### config.mk
export PLATFORM = sky130hd
export DESIGN_NAME = interval_timer_ctrl
export DESIGN_NICKNAME = d
export VERILOG_FILES = /design/src/rtl/interval_timer_ctrl_pkg.sv /design/src/rtl/interval_timer_ctrl_tick_prescaler.sv /design/src/rtl/interval_timer_ctrl.sv
export SDC_FILE = /design/constraint.sdc
export NUM_CORES = 1
export LEC_CHECK = 0
export ABC_AREA = 1
export CAP_MARGIN = 40
export CORE_UTILIZATION = 50
export CTS_CLUSTER_DIAMETER = 30
export CTS_CLUSTER_SIZE = 24
export DETAILED_ROUTE_END_ITERATION = 6
export HOLD_SLACK_MARGIN = 0.1
export PLACE_DENSITY_LB_ADDON = 0.08
export SYNTH_ARGS = -nofsm -noshare
export SYNTH_HDL_FRONTEND = slang
export SYNTH_SLANG_ARGS = --single-unit
export TNS_END_PERCENT = 30
### constraint.sdc
create_clock -name clock -period 1.65 [get_ports clock]
set_input_delay 0.33 -clock clock [delete_from_list [all_inputs] [get_ports clock]]
set_output_delay 0.33 -clock clock [all_outputs]
set_load 0.03 [all_outputs]
### src/rtl/interval_timer_ctrl_pkg.sv
// Shared definitions for the interval timer controller.
// FSM state encodings used by interval_timer_ctrl.
package timer_defs;

  localparam logic [1:0] ST_IDLE = 2'd0;
  localparam logic [1:0] ST_RUN  = 2'd1;
  localparam logic [1:0] ST_DONE = 2'd2;

endpackage

### src/rtl/interval_timer_ctrl_tick_prescaler.sv
// Tick prescaler: counts 0..PRESCALE-1 while enabled.
// tick_o is high on the cycle the count wraps back to zero.
module tick_prescaler #(
  parameter int PRESCALE = 4
) (
  input  logic clock,
  input  logic reset,
  input  logic clear,
  input  logic en,
  output logic tick_o
);

  localparam int CW = $clog2(PRESCALE);
  localparam logic [CW-1:0] LAST = CW'(PRESCALE - 1);

  logic [CW-1:0] cnt;

  assign tick_o = en && (cnt == LAST);

  always_ff @(posedge clock or posedge reset) begin
    if (reset) begin
      cnt <= '0;
    end else if (clear) begin
      cnt <= '0;
    end else if (en) begin
      cnt <= tick_o ? '0 : cnt + 1'b1;
    end
  end

endmodule

### src/rtl/interval_timer_ctrl.sv
// Programmable interval timer: one-shot or auto-reload up-counter.
// Optional TIMER_PAUSE_EN adds a pause input that freezes timing.
module interval_timer_ctrl
  import timer_defs::*;
#(
  parameter int WIDTH    = 4,
  parameter int PRESCALE = 4
) (
  input  logic             clock,
  input  logic             reset,
  input  logic             start,
  input  logic             stop,
  input  logic [WIDTH-1:0] period,
  input  logic             auto_reload,
`ifdef TIMER_PAUSE_EN
  input  logic             pause,
`endif
  output logic             busy,
  output logic             tick,
  output logic             done,
  output logic [WIDTH-1:0] count
);

  logic [1:0]       state;
  logic [WIDTH-1:0] period_q;
  logic [WIDTH-1:0] next_count;
  logic             reload_q;
  logic             hold;
  logic             accept;
  logic             running;
  logic             wrap;

`ifdef TIMER_PAUSE_EN
  assign hold = pause;
`else
  assign hold = 1'b0;
`endif

  assign accept     = (state == ST_IDLE) && start && (period != '0);
  assign running    = (state == ST_RUN) && !hold;
  assign next_count = count + WIDTH'(1);

  tick_prescaler #(
    .PRESCALE(PRESCALE)
  ) u_prescaler (
    .clock (clock),
    .reset (reset),
    .clear (accept),
    .en    (running),
    .tick_o(wrap)
  );

  always_ff @(posedge clock or posedge reset) begin
    if (reset) begin
      state    <= ST_IDLE;
      busy     <= 1'b0;
      tick     <= 1'b0;
      done     <= 1'b0;
      count    <= '0;
      period_q <= '0;
      reload_q <= 1'b0;
    end else begin
      tick <= 1'b0;
      done <= 1'b0;
      case (state)
        ST_IDLE: begin
          if (accept) begin
            state    <= ST_RUN;
            busy     <= 1'b1;
            period_q <= period;
            reload_q <= auto_reload;
            count    <= '0;
          end
        end
        ST_RUN: begin
          // stop outranks a coincident terminal tick
          if (stop) begin
            state <= ST_IDLE;
            busy  <= 1'b0;
          end else if (wrap) begin
            tick <= 1'b1;
            if (next_count == period_q) begin
              done <= 1'b1;
              if (reload_q) begin
                count <= '0;
              end else begin
                count <= period_q;
                state <= ST_DONE;
                busy  <= 1'b0;
              end
            end else begin
              count <= next_count;
            end
          end
        end
        ST_DONE: begin
          state <= ST_IDLE;
        end
        default: begin
          state <= ST_IDLE;
          busy  <= 1'b0;
        end
      endcase
    end
  end

endmodule
==> reports/qor.yml <==
syn_inst: 120
max_stage_delay_ps: 660
drtIter0Drc: 33
die_area_um2: 2010
skew_ps: 5.55
instances_no_fill: 170
ant_nets: 0
area_growth_pct: 29.4
antenna_found_initial: 0
initial_core_util_pct: 53.0
synthSimpleGateAreaFrac_pct: 39.5
synthTopCellsByArea: "dfrtp_1 44%, nand2_1 16%, nand3_1 7.7%"
power.density_nw_per_um2: 1520
synth.distinct_cells: 18
vias: 860
setup.worst_path.start_class: "register"
slew_violations: 0
synth.net_count: 131
vdd_drop_max_mv: 0.805
clkTransAtPathRegs_ps: 100
fin_nets: 157
cp_num_buf_inv: 1
grt_max_degree: 12
synth-seq-cells: 16
wl_per_cell_um: 11.0
status: "finished clean"
tightestPinTransition_ps: 295
first_global_vias: 757
path_cells: "clkdlybuf4s50_1"
synthXorXnorAreaFrac_pct: 0
crit_path_top_delay_cell: "clkdlybuf4s50_1"
setup_violations: 0
die_x_um: 44.8
synth_top_family_by_area: "simple AND/OR/NAND/NOR gates"
hp-class: "in -> async"
cts_tree: "yes"
synth-compound-area-share_pct: 7.10
routed_wl_mm: 1.88
post-route-min-period_ps: 1600
dp_hpwl_mm: 1.48
clk_latency_ps: 290
cp-end-kind: "output pin"
grt_pass1_wl_mm: 3.22
diodes: 0
crit_fanout: 1
ioPinCount: 16
yosys.area.top_type: "dfrtp_1"
leakagePower_nw: 0.610
final_layout_size_suffix_gt1_share_pct: 19.3
num_rows: 15
slew_headroom_pct: 80.1
path_delay_family: "buffers and inverters"
cts-htree-levels: 1
placed_cells_incl_taps: 165
tns_ps: 0
cts_buffer_depth: 2
gr-total-overflow: 0
routabilityCongestion: 0.823
yosysSeqAreaShare_pct: 43.7
syn_area_um2: 916
synthMuxAreaShare_pct: 0
cts_num_sinks: 16
fin_crit_sh_pct: 97.3
synth.top_cell.area_share_pct: 43.7
fp.dieH_um: 44.8
drv_cap: 0
cp.required_ps: 1320
postCtsHoldBufs: 0
synthAdderAreaFrac_pct: 2.73
crit_arrival_ps: 1270
io_buffers: 15
max_freq_mhz: 623
cts_root_buf: "clkbuf_4"
core_um2: 1730
grt.total_usage_pct: 22.5
firstDrtPassIters: 4
worstSetupPathType: "reg -> out"
cts_made_buffers: 3
hold_viol_final: 0
drc: 0
ys_warn_count: 0
rsz0062_at_grt: "no"
syn_avg_cell_area_um2: 7.63
viasPerCell: 5.06
layout by cell type, fill, tap and decap left out, types with 5 or more instances in the layout:
cell,count
clkdlybuf4s50_1,10
dfrtp_1,14
o21ai_0,5
dlygate4sd2_1,5
buf_4,6
nand2_1,37
nor2_1,10
nand3_1,14
inv_1,15
repair_timing:
action	in CTS	in global routing
setup buffers	0	1
pin swaps	0	2
endpoints found under the setup margin	5	6
gates resized for setup	5	3
per-stage QoR:
| stage | power, W | util [%] | hold slack [ps] | worst slack, ps | area [um2] |
|---|---|---|---|---|---|
| after floorplan | 0.00126 | - | 244 | 38.7 | 918 |
| after detailed placement | 0.00153 | 65.9 | 481 | 15.5 | 1140 |
| after global placement | 0.00149 | 65.9 | 479 | 17.8 | 1140 |
| after global routing | 0.00195 | 68.6 | 252 | 4.63 | 1180 |
| final | 0.00181 | 68.6 | 234 | 45.2 | 1180 |
| after CTS | 0.00178 | 67.6 | 239 | 27.4 | 1170 |
layer usage:
layer	global-route usage (%)	up-vias	wire, um
met1	30.5	389	855
met5	0	-	0
met4	10.9	0	23
met3	3.60	4	89
met2	35.3	32	906
li1	-	435	-
worst paths after layout:
path                                                 from  slack, ps  cells after the start                             end
min in group clock         u_prescaler.cnt[0]$_DFFE_PP0P_        500                      1  u_prescaler.cnt[0]$_DFFE_PP0P_
max                                        tick$_DFF_PP0_         50                      1                            tick
max in group asynchronous                           reset        990                      3            state[0]$_DFFE_PP0P_
min reg2reg                u_prescaler.cnt[0]$_DFFE_PP0P_        500                      1  u_prescaler.cnt[0]$_DFFE_PP0P_
min                                                 reset        230                      2            count[2]$_DFFE_PP0P_
max reg2reg                          count[1]$_DFFE_PP0P_        120                     10                busy$_DFFE_PP0P_
power by group:
part           switching, W  internal, W  total (W)
combinational      0.000557     0.000339   0.000896
clock              0.000135     0.000134   0.000269
sequential         0.000115     0.000525   0.000640
sequential cells by signal (all words and copies together) (netlist names):
register         count
busy                 1
reload_q             1
state                2
done                 1
u_prescaler.cnt      2
count                4
period_q             4
tick                 1
logic make-up after synthesis:
| group | Yosys count |
|---|---|
| AND/OR/NAND/NOR | 75 |
| adder cells (fa/ha/maj) | 2 |
| flip-flops | 16 |
| AO/OA/AOI/OAI | 10 |
| buffers and inverters | 17 |
synthesized netlist by cell type:
| master | n |
|---|---|
| nor3_1 | 1 |
| o21ai_2 | 2 |
| dfrtp_1 | 16 |
| inv_1 | 15 |
| inv_2 | 2 |
| nand2_1 | 38 |
| nand4_1 | 2 |
| o211ai_1 | 2 |
| o31ai_1 | 1 |
| nand3_1 | 14 |
| nand2_4 | 2 |
| nor2_4 | 2 |
| ha_1 | 2 |
| o21ai_0 | 5 |
| nand2_2 | 2 |
| nor2_1 | 10 |
| nor2_2 | 1 |
| nand3_2 | 3 |
area by class of cell:
type | instances | area (um2)
clock buffer | 4 | 36.3
tap | 25 | 31.3
multi-input combinational | 87 | 462
inverter | 17 | 63.8
fill | 151 | 542
timing repair buffer | 21 | 189
sequential | 16 | 403
Note: power is estimated with default switching activity, not from simulation.
